<file path="config.mk">
export PLATFORM = sky130hd
export DESIGN_NAME = mem_arbiter
export DESIGN_NICKNAME = d
export VERILOG_FILES = /design/src/rtl/mem_arb_pkg.sv /design/src/rtl/mem_arb_starve_cnt.sv /design/src/rtl/mem_arbiter.sv
export SDC_FILE = /design/constraint.sdc
export NUM_CORES = 1
export LEC_CHECK = 0
export ABC_AREA = 1
export CAP_MARGIN = 20
export CORE_AREA = 2 2 104 106
export CTS_CLUSTER_SIZE = 40
export DETAILED_ROUTE_END_ITERATION = 10
export DIE_AREA = 0 0 106 108
export GPL_TIMING_DRIVEN = 1
export PLACE_DENSITY = 0.68
export REMOVE_ABC_BUFFERS = 1
export SKIP_LAST_GASP = 1
export SYNTH_ARGS = -nofsm -noshare
export SYNTH_HDL_FRONTEND = slang
export SYNTH_SLANG_ARGS = --single-unit
</file>
<file path="constraint.sdc">
create_clock -name clk -period 3 [get_ports clk]
set_input_delay 0.75 -clock clk [delete_from_list [all_inputs] [get_ports clk]]
set_output_delay 0.75 -clock clk [all_outputs]
set_load 0.005 [all_outputs]
</file>
<file path="src/rtl/mem_arb_pkg.sv">
// Shared types and constants for the instruction/data memory arbiter.
// The response state records which port is owed read data in the following cycle.
package mem_arb_pkg;

  localparam int MAX_WAIT_DEFAULT = 4;
  localparam int WAIT_W           = 4;

  typedef enum logic [1:0] {
    IDLE   = 2'd0,
    RESP_I = 2'd1,
    RESP_D = 2'd2
  } resp_state_e;

  // The next state depends only on who was granted this cycle, never on the current state.
  function automatic resp_state_e next_resp_state(input logic instr_gnt, input logic data_gnt);
    resp_state_e nxt;
    nxt = IDLE;
    if (instr_gnt) begin
      nxt = RESP_I;
    end else if (data_gnt) begin
      nxt = RESP_D;
    end
    return nxt;
  endfunction

endpackage

</file>
<file path="src/rtl/mem_arb_starve_cnt.sv">
// Saturating count of consecutive stalled instruction-request cycles.
// When the count reaches MAX_WAIT, force_instr_o asks the arbiter to let the instruction port win.
module mem_arb_starve_cnt
  import mem_arb_pkg::*;
#(
  parameter int MAX_WAIT = MAX_WAIT_DEFAULT
) (
  input  logic              clk,
  input  logic              rst,
  input  logic              instr_req_i,
  input  logic              instr_gnt_i,
  output logic [WAIT_W-1:0] wait_cnt_o,
  output logic              force_instr_o
);

  localparam logic [WAIT_W-1:0] MAX_WAIT_C = WAIT_W'(MAX_WAIT);

  logic [WAIT_W-1:0] wait_cnt_q;
  logic [WAIT_W-1:0] wait_cnt_d;

  always_comb begin
    wait_cnt_d = wait_cnt_q;
    if (!instr_req_i || instr_gnt_i) begin
      wait_cnt_d = '0;
    end else if (wait_cnt_q < MAX_WAIT_C) begin
      wait_cnt_d = wait_cnt_q + 1'b1;
    end
  end

  always_ff @(posedge clk) begin
    if (rst) begin
      wait_cnt_q <= '0;
    end else begin
      wait_cnt_q <= wait_cnt_d;
    end
  end

  assign wait_cnt_o    = wait_cnt_q;
  assign force_instr_o = (wait_cnt_q == MAX_WAIT_C);

endmodule

</file>
<file path="src/rtl/mem_arbiter.sv">
// Two-port arbiter sharing one single-port, 1-cycle-latency memory between instruction and data.
// Data wins by default; an instruction port stalled for MAX_WAIT cycles is forced through.
module mem_arbiter
  import mem_arb_pkg::*;
#(
  parameter int ADDR_WIDTH = 34,
  parameter int MEM_AW     = 15,
  parameter int MAX_WAIT   = MAX_WAIT_DEFAULT
) (
  input  logic                  clk,
  input  logic                  rst,
  input  logic                  instr_req_i,
  input  logic [ADDR_WIDTH-1:0] instr_addr_i,
  output logic                  instr_gnt_o,
  output logic                  instr_rvalid_o,
  output logic [31:0]           instr_rdata_o,
  input  logic                  data_req_i,
  input  logic [ADDR_WIDTH-1:0] data_addr_i,
  input  logic                  data_we_i,
  input  logic [3:0]            data_be_i,
  input  logic [31:0]           data_wdata_i,
  output logic                  data_gnt_o,
  output logic                  data_rvalid_o,
  output logic [31:0]           data_rdata_o,
  output logic                  mem_en_o,
  output logic                  mem_we_o,
  output logic [3:0]            mem_be_o,
  output logic [MEM_AW-1:0]     mem_addr_o,
  output logic [31:0]           mem_wdata_o,
  input  logic [31:0]           mem_rdata_i,
  output logic [1:0]            dbg_state_o,
  output logic [3:0]            dbg_wait_cnt_o
);

  // Handshake: a port raises req with stable fields and holds them until it sees gnt in the
  // same cycle; a granted transfer gets exactly one rvalid pulse one cycle later (writes too).
  // There is no request buffering, so a losing port simply keeps req high.

  logic                  instr_gnt;
  logic                  data_gnt;
  logic                  force_instr;
  logic [WAIT_W-1:0]     wait_cnt;
  logic [ADDR_WIDTH-1:0] sel_addr;
  logic                  mem_we;
  logic [3:0]            mem_be;
  resp_state_e           state_q;
  resp_state_e           state_d;
  logic                  unused_sel_addr_bits;

  mem_arb_starve_cnt #(
    .MAX_WAIT (MAX_WAIT)
  ) u_starve_cnt (
    .clk           (clk),
    .rst           (rst),
    .instr_req_i   (instr_req_i),
    .instr_gnt_i   (instr_gnt),
    .wait_cnt_o    (wait_cnt),
    .force_instr_o (force_instr)
  );

  always_comb begin
    instr_gnt = 1'b0;
    data_gnt  = 1'b0;
    if (!rst) begin
      if (instr_req_i && (force_instr || !data_req_i)) begin
        instr_gnt = 1'b1;
      end else if (data_req_i) begin
        data_gnt = 1'b1;
      end
    end
  end

  // Data fields are the default mux leg; an instruction winner always reads a full word.
  always_comb begin
    sel_addr = data_addr_i;
    mem_we   = 1'b0;
    mem_be   = data_be_i;
    if (instr_gnt) begin
      sel_addr = instr_addr_i;
      mem_be   = 4'b1111;
    end else if (data_gnt) begin
      mem_we = data_we_i;
    end
  end

  assign unused_sel_addr_bits = ^{sel_addr[ADDR_WIDTH-1:MEM_AW+2], sel_addr[1:0]};

  assign instr_gnt_o = instr_gnt;
  assign data_gnt_o  = data_gnt;
  assign mem_en_o    = instr_gnt | data_gnt;
  assign mem_we_o    = mem_we;
  assign mem_be_o    = mem_be;
  assign mem_addr_o  = sel_addr[MEM_AW+1:2];
  assign mem_wdata_o = data_wdata_i;

  always_comb begin
    state_d = next_resp_state(instr_gnt, data_gnt);
  end

  always_ff @(posedge clk) begin
    if (rst) begin
      state_q <= IDLE;
    end else begin
      state_q <= state_d;
    end
  end

  // Gating with rst drops a response that is owed in the cycle reset arrives.
  assign instr_rvalid_o = (state_q == RESP_I) && !rst;
  assign data_rvalid_o  = (state_q == RESP_D) && !rst;
  assign instr_rdata_o  = mem_rdata_i;
  assign data_rdata_o   = mem_rdata_i;

  assign dbg_state_o    = state_q;
  assign dbg_wait_cnt_o = wait_cnt;

endmodule

</file>
**Word-level counts from Yosys, hierarchy flattened**

Cells that the tools add are included.

- Word-level logic and storage cells: 30
- Bits in registers: 6
- Output and inout bits: 127

- Reduce and logical (&&, ||, !) cells: 10
- Bitwise operators: 1
- Mux-type cells: 11
- $add $sub $neg: 1
- Order comparisons: 1
- Eq/ne operators: 3

Operator list:

| cell | number |
|---|---|
| $mux 17 | 1 |
| $mux 1 | 8 |
| $add 4x1->4 const B | 1 |
| $eq 4x3->1 const B | 1 |
| $lt 4x3->1 const B | 1 |
| $mux 4 | 1 |
| $reduce_or 2->1 | 2 |
| $logic_and 1x1->1 | 3 |
| $logic_not 1->1 | 3 |
| $eq 2x1->1 const B | 1 |
| $eq 2x2->1 const B | 1 |
| $logic_or 1x1->1 | 2 |
| $mux 2 | 1 |
| $or 1x1->1 | 1 |

**Depth between registers and ports, before layout**

- Depth in word-level cells: 7
- Depth in mapped cells: 8
- Gate-level depth less buffers: 7

**Cells and area by module**

Synthesis repeated with hierarchy kept, for this count alone.

- Cells, all modules: 202
- Area total of the unflattened synthesis: 1,333.8 um2

By module, submodules not included:

| module | cells an instance | instances | area an instance (um2) |
|---|---|---|---|
| mem_arbiter | 176 | 1 | 1,146.1 |
| mem_arb_starve_cnt | 26 | 1 | 187.7 |

**Worst setup path after synthesis**

Ideal clock, no wire load.

- Path kind: input port to output port
- Start point: in instr_req_i
- End point: out mem_en_o
- Required time: 2.250 ns
- Data arrival time: 1.311 ns
- Path slack: 0.939 ns
- Stages: 4
- Buffers on the path: 1
- Path through: buf_2 > inv_1 > o21bai_1 > o21ai_0

- Cells in the longest elaborated chain, start to end: 4
- Elaborated cells between the ends (all ways): 6

RTL lines:

| what | RTL line | source |
|---|---|---|
| start: declaration | mem_arbiter.sv:12 | `input logic instr_req_i,` |
| $logic_and 1x1->1 (*) | mem_arbiter.sv:65 | `if (instr_req_i && (force_instr \|\| !data_req_i)) begin` |
| $mux 1 | mem_arbiter.sv:65 |  |
| $mux 1 | mem_arbiter.sv:64 | `if (!rst) begin` |
| $or 1x1->1 (*) | mem_arbiter.sv:90 | `assign mem_en_o = instr_gnt \| data_gnt;` |
| end: declaration | mem_arbiter.sv:25 | `output logic mem_en_o,` |

Every way passes the cells marked *; elsewhere a longest branch is shown, timed or not.

**Worst setup path in the final report**

- Start point: in data_req_i
- End point: out mem_en_o

- Cells in the longest elaborated chain, start to end: 6
- Elaborated cells between the ends (all ways): 9

RTL lines:

| what | RTL line | source |
|---|---|---|
| start: declaration | mem_arbiter.sv:17 | `input logic data_req_i,` |
| $logic_not 1->1 | mem_arbiter.sv:65 |  |
| $logic_or 1x1->1 | mem_arbiter.sv:65 |  |
| $logic_and 1x1->1 | mem_arbiter.sv:65 |  |
| $mux 1 | mem_arbiter.sv:65 |  |
| $mux 1 | mem_arbiter.sv:64 |  |
| $or 1x1->1 (*) | mem_arbiter.sv:90 |  |

Marks and branches as above.

==> reports/summary.txt <==
Max VDD drop: 0.0676 mV
Global Route Usage Sum: 0.206
final hold viol count: 0
clock sink count: 6
NumNets Final: 324
status: complete, no violations
Clock Latency Late Sink: 230 ps
Post-Route Utilization: 0.156
die area: 11400 um^2
CTS Buf Count: 3
DR iter-0 viols: 36
CTS tree: yes
Port Buf Inserts: 69
LEAKAGE: 0.680 nW
Worst Setup Path Type: input pin to primary output
Initial Utilization: 0.128
arrival time at the worst endpoint: 2080 ps
fillers: 1145
overall overflow remaining after global route: 0
post-route cell area: 1600 um^2
Area after DPL: 1490 um^2
RSZ-0062 raised after global routing: false
crit path max fanout: 11
Pre-antenna DRT Iters: 4
Worst Skew: 6.60 ps
Max Slew Vio Count: 0
Ys Warns: 0
CTS root buf: clkbuf_8
DP Wirelength: 11200 um
startpoint types: input pin
period utilisation layout: 0.944
n_diodes: 0
Max H-tree Level: 1
I/O pin count: 268
Synth top area share: 0.556
Rel. slew slack: 0.829
Slew @ Worst Pin: 256 ps
vias in the first global route: 1133
die width: 106 um
Fmax: 353 MHz
Area Growth Syn to Fin: 22.3%
Seq/Total Area, Yosys: 0.0918
Placer Congestion: 0.875
Yosys top cell by area: buf_4
Final min period: 2830 ps
total number of vias: 1174
crit end category: primary output
DR WL/cell: 38.8 um
DRC violations left: 0
first-pass GRT wire length: 14500 um
Reg clk slew, reported paths: 40 ps
Required @ worst endpoint: 2250 ps
final setup fails: 0
PwrDens: 237 nW/um^2
Hold Path Class: flop to flop
layout cell share with drive strength beyond 1: 0.134
FP Rows: 37
post-synth cell types: 18
Mean Syn Cell Area: 6.75 um^2
vias per cell: 3.73
Synth Instances: 194
Cell Area, Synth: 1310 um^2
Post-Route WL: 12200 um
Clock Path Buffers: 2
Setup TNS Final: 0 ps
Final ANT Viol Nets: 0
Core Region: 10200 um^2
chip height: 108 um
initial antenna violation count: 0
flip-flop and latch count after synthesis: 6
MaxCap Viol Count: 0
synth top area cells: buf_4 (56%), nand2_1 (10%), dfxtp_1 (9.2%)
largest net degree at the start of global routing: 12
==> path summary, 6_finish.rpt <==
path / startpoint / endpoint / slack [ps] / cells after the start
worst max-delay path: data_req_i / mem_en_o / 170 / 6
worst min register to register: u_starve_cnt.wait_cnt_o[3]$_SDFFE_PP0N_ / u_starve_cnt.wait_cnt_o[3]$_SDFFE_PP0N_ / 480 / 2
worst max register to register: u_starve_cnt.wait_cnt_o[0]$_SDFFE_PP0N_ / dbg_state_o[0]$_SDFF_PP0_ / 1590 / 7
worst min-delay path: u_starve_cnt.wait_cnt_o[3]$_SDFFE_PP0N_ / u_starve_cnt.wait_cnt_o[3]$_SDFFE_PP0N_ / 480 / 2
==> sequential cells by signal, summed over array words and instances (netlist names) <==
name	cells
u_starve_cnt.wait_cnt_o	4
dbg_state_o	2
==> repair_timing <==
action                                 in CTS  in global routing
pin swaps                                   1                  0
buffers inserted                            1                  0
hold buffers                                0                  0
endpoints found under the hold margin       0                  0
gates cloned                                2                  0
setup endpoints to repair                  23                 19
gates resized for setup                     9                  2
==> per-layer routing <==
metal | wire length, um | track usage | part of all wire
met1 | 1470 | 0.0691 | 0.12
met4 | 926 | 0.136 | 0.076
met2 | 6190 | 0.372 | 0.51
met3 | 3620 | 0.291 | 0.30
met5 | 0 | 0 | 0
==> where the power goes <==
group | switching [mW] | internal, mW | total (mW)
Sequential | 0.00134 | 0.0821 | 0.0834
Combinational | 0.0598 | 0.108 | 0.167
Clock | 0.0412 | 0.0868 | 0.128
Total | 0.102 | 0.277 | 0.379
==> cells by family after synthesis <==
| group | count (synthesis) | synth area share |
|---|---|---|
| buf+inv | 116 | 0.625 |
| simple gates | 65 | 0.240 |
| flops | 6 | 0.0918 |
| compound gates | 4 | 0.0172 |
| fa+ha+maj | 2 | 0.0191 |
| xor+xnor | 1 | 0.00669 |
==> cell type report <==
cell class / count / area [um^2] / share of cell area
multi-input combinational: 74 / 410 / 0.256
clock buffer: 3 / 41.3 / 0.0258
sequential: 6 / 120 / 0.0751
timing repair buffer: 82 / 803 / 0.502
tap: 136 / 170 / 0.106
inverter: 14 / 55.1 / 0.0344
==> metrics by stage <==
step	worst slack, ps	hold slack [ps]	total power [mW]	cells
final	169	480	0.379	315
after CTS	12.4	482	0.386	315
after detailed placement	-129	476	0.243	309
after floorplan	973	471	0.121	92
after global placement	-140	468	0.241	309
after global routing	96.0	510	0.404	315
==> critical path, cell delays in order <==
cell             delay [ps]
dlygate4sd2_1           270
buf_6                   140
nand2_8                  90
nand3_4                 190
o21ai_0                 120
clkdlybuf4s50_1         520
==> cells in the final DEF, fill, tap and decap left out, drive strengths merged <==
cell type       n
o21bai          1
a21oi           2
ha              2
nand3           4
nand2          36
dfxtp           6
dlygate4sd2     2
buf            13
o21ai           1
clkbuf          3
clkdlybuf4s50  66
nor2            9
nand4          16
inv            14
nor3            2
dlymetal6s2s    1
xor2            1
==> cells in the mapped netlist <==
library cell,number
a21oi_1,2
buf_2,3
buf_4,97
buf_6,2
dfxtp_1,6
ha_1,2
inv_1,12
inv_2,2
nand2_1,35
nand2_4,1
nand3_2,1
nand3_4,1
nand4_1,16
nor2_1,9
nor3_1,2
o21ai_0,1
o21bai_1,1
xor2_1,1
No activity file was read; power rests on OpenSTA's default activity.
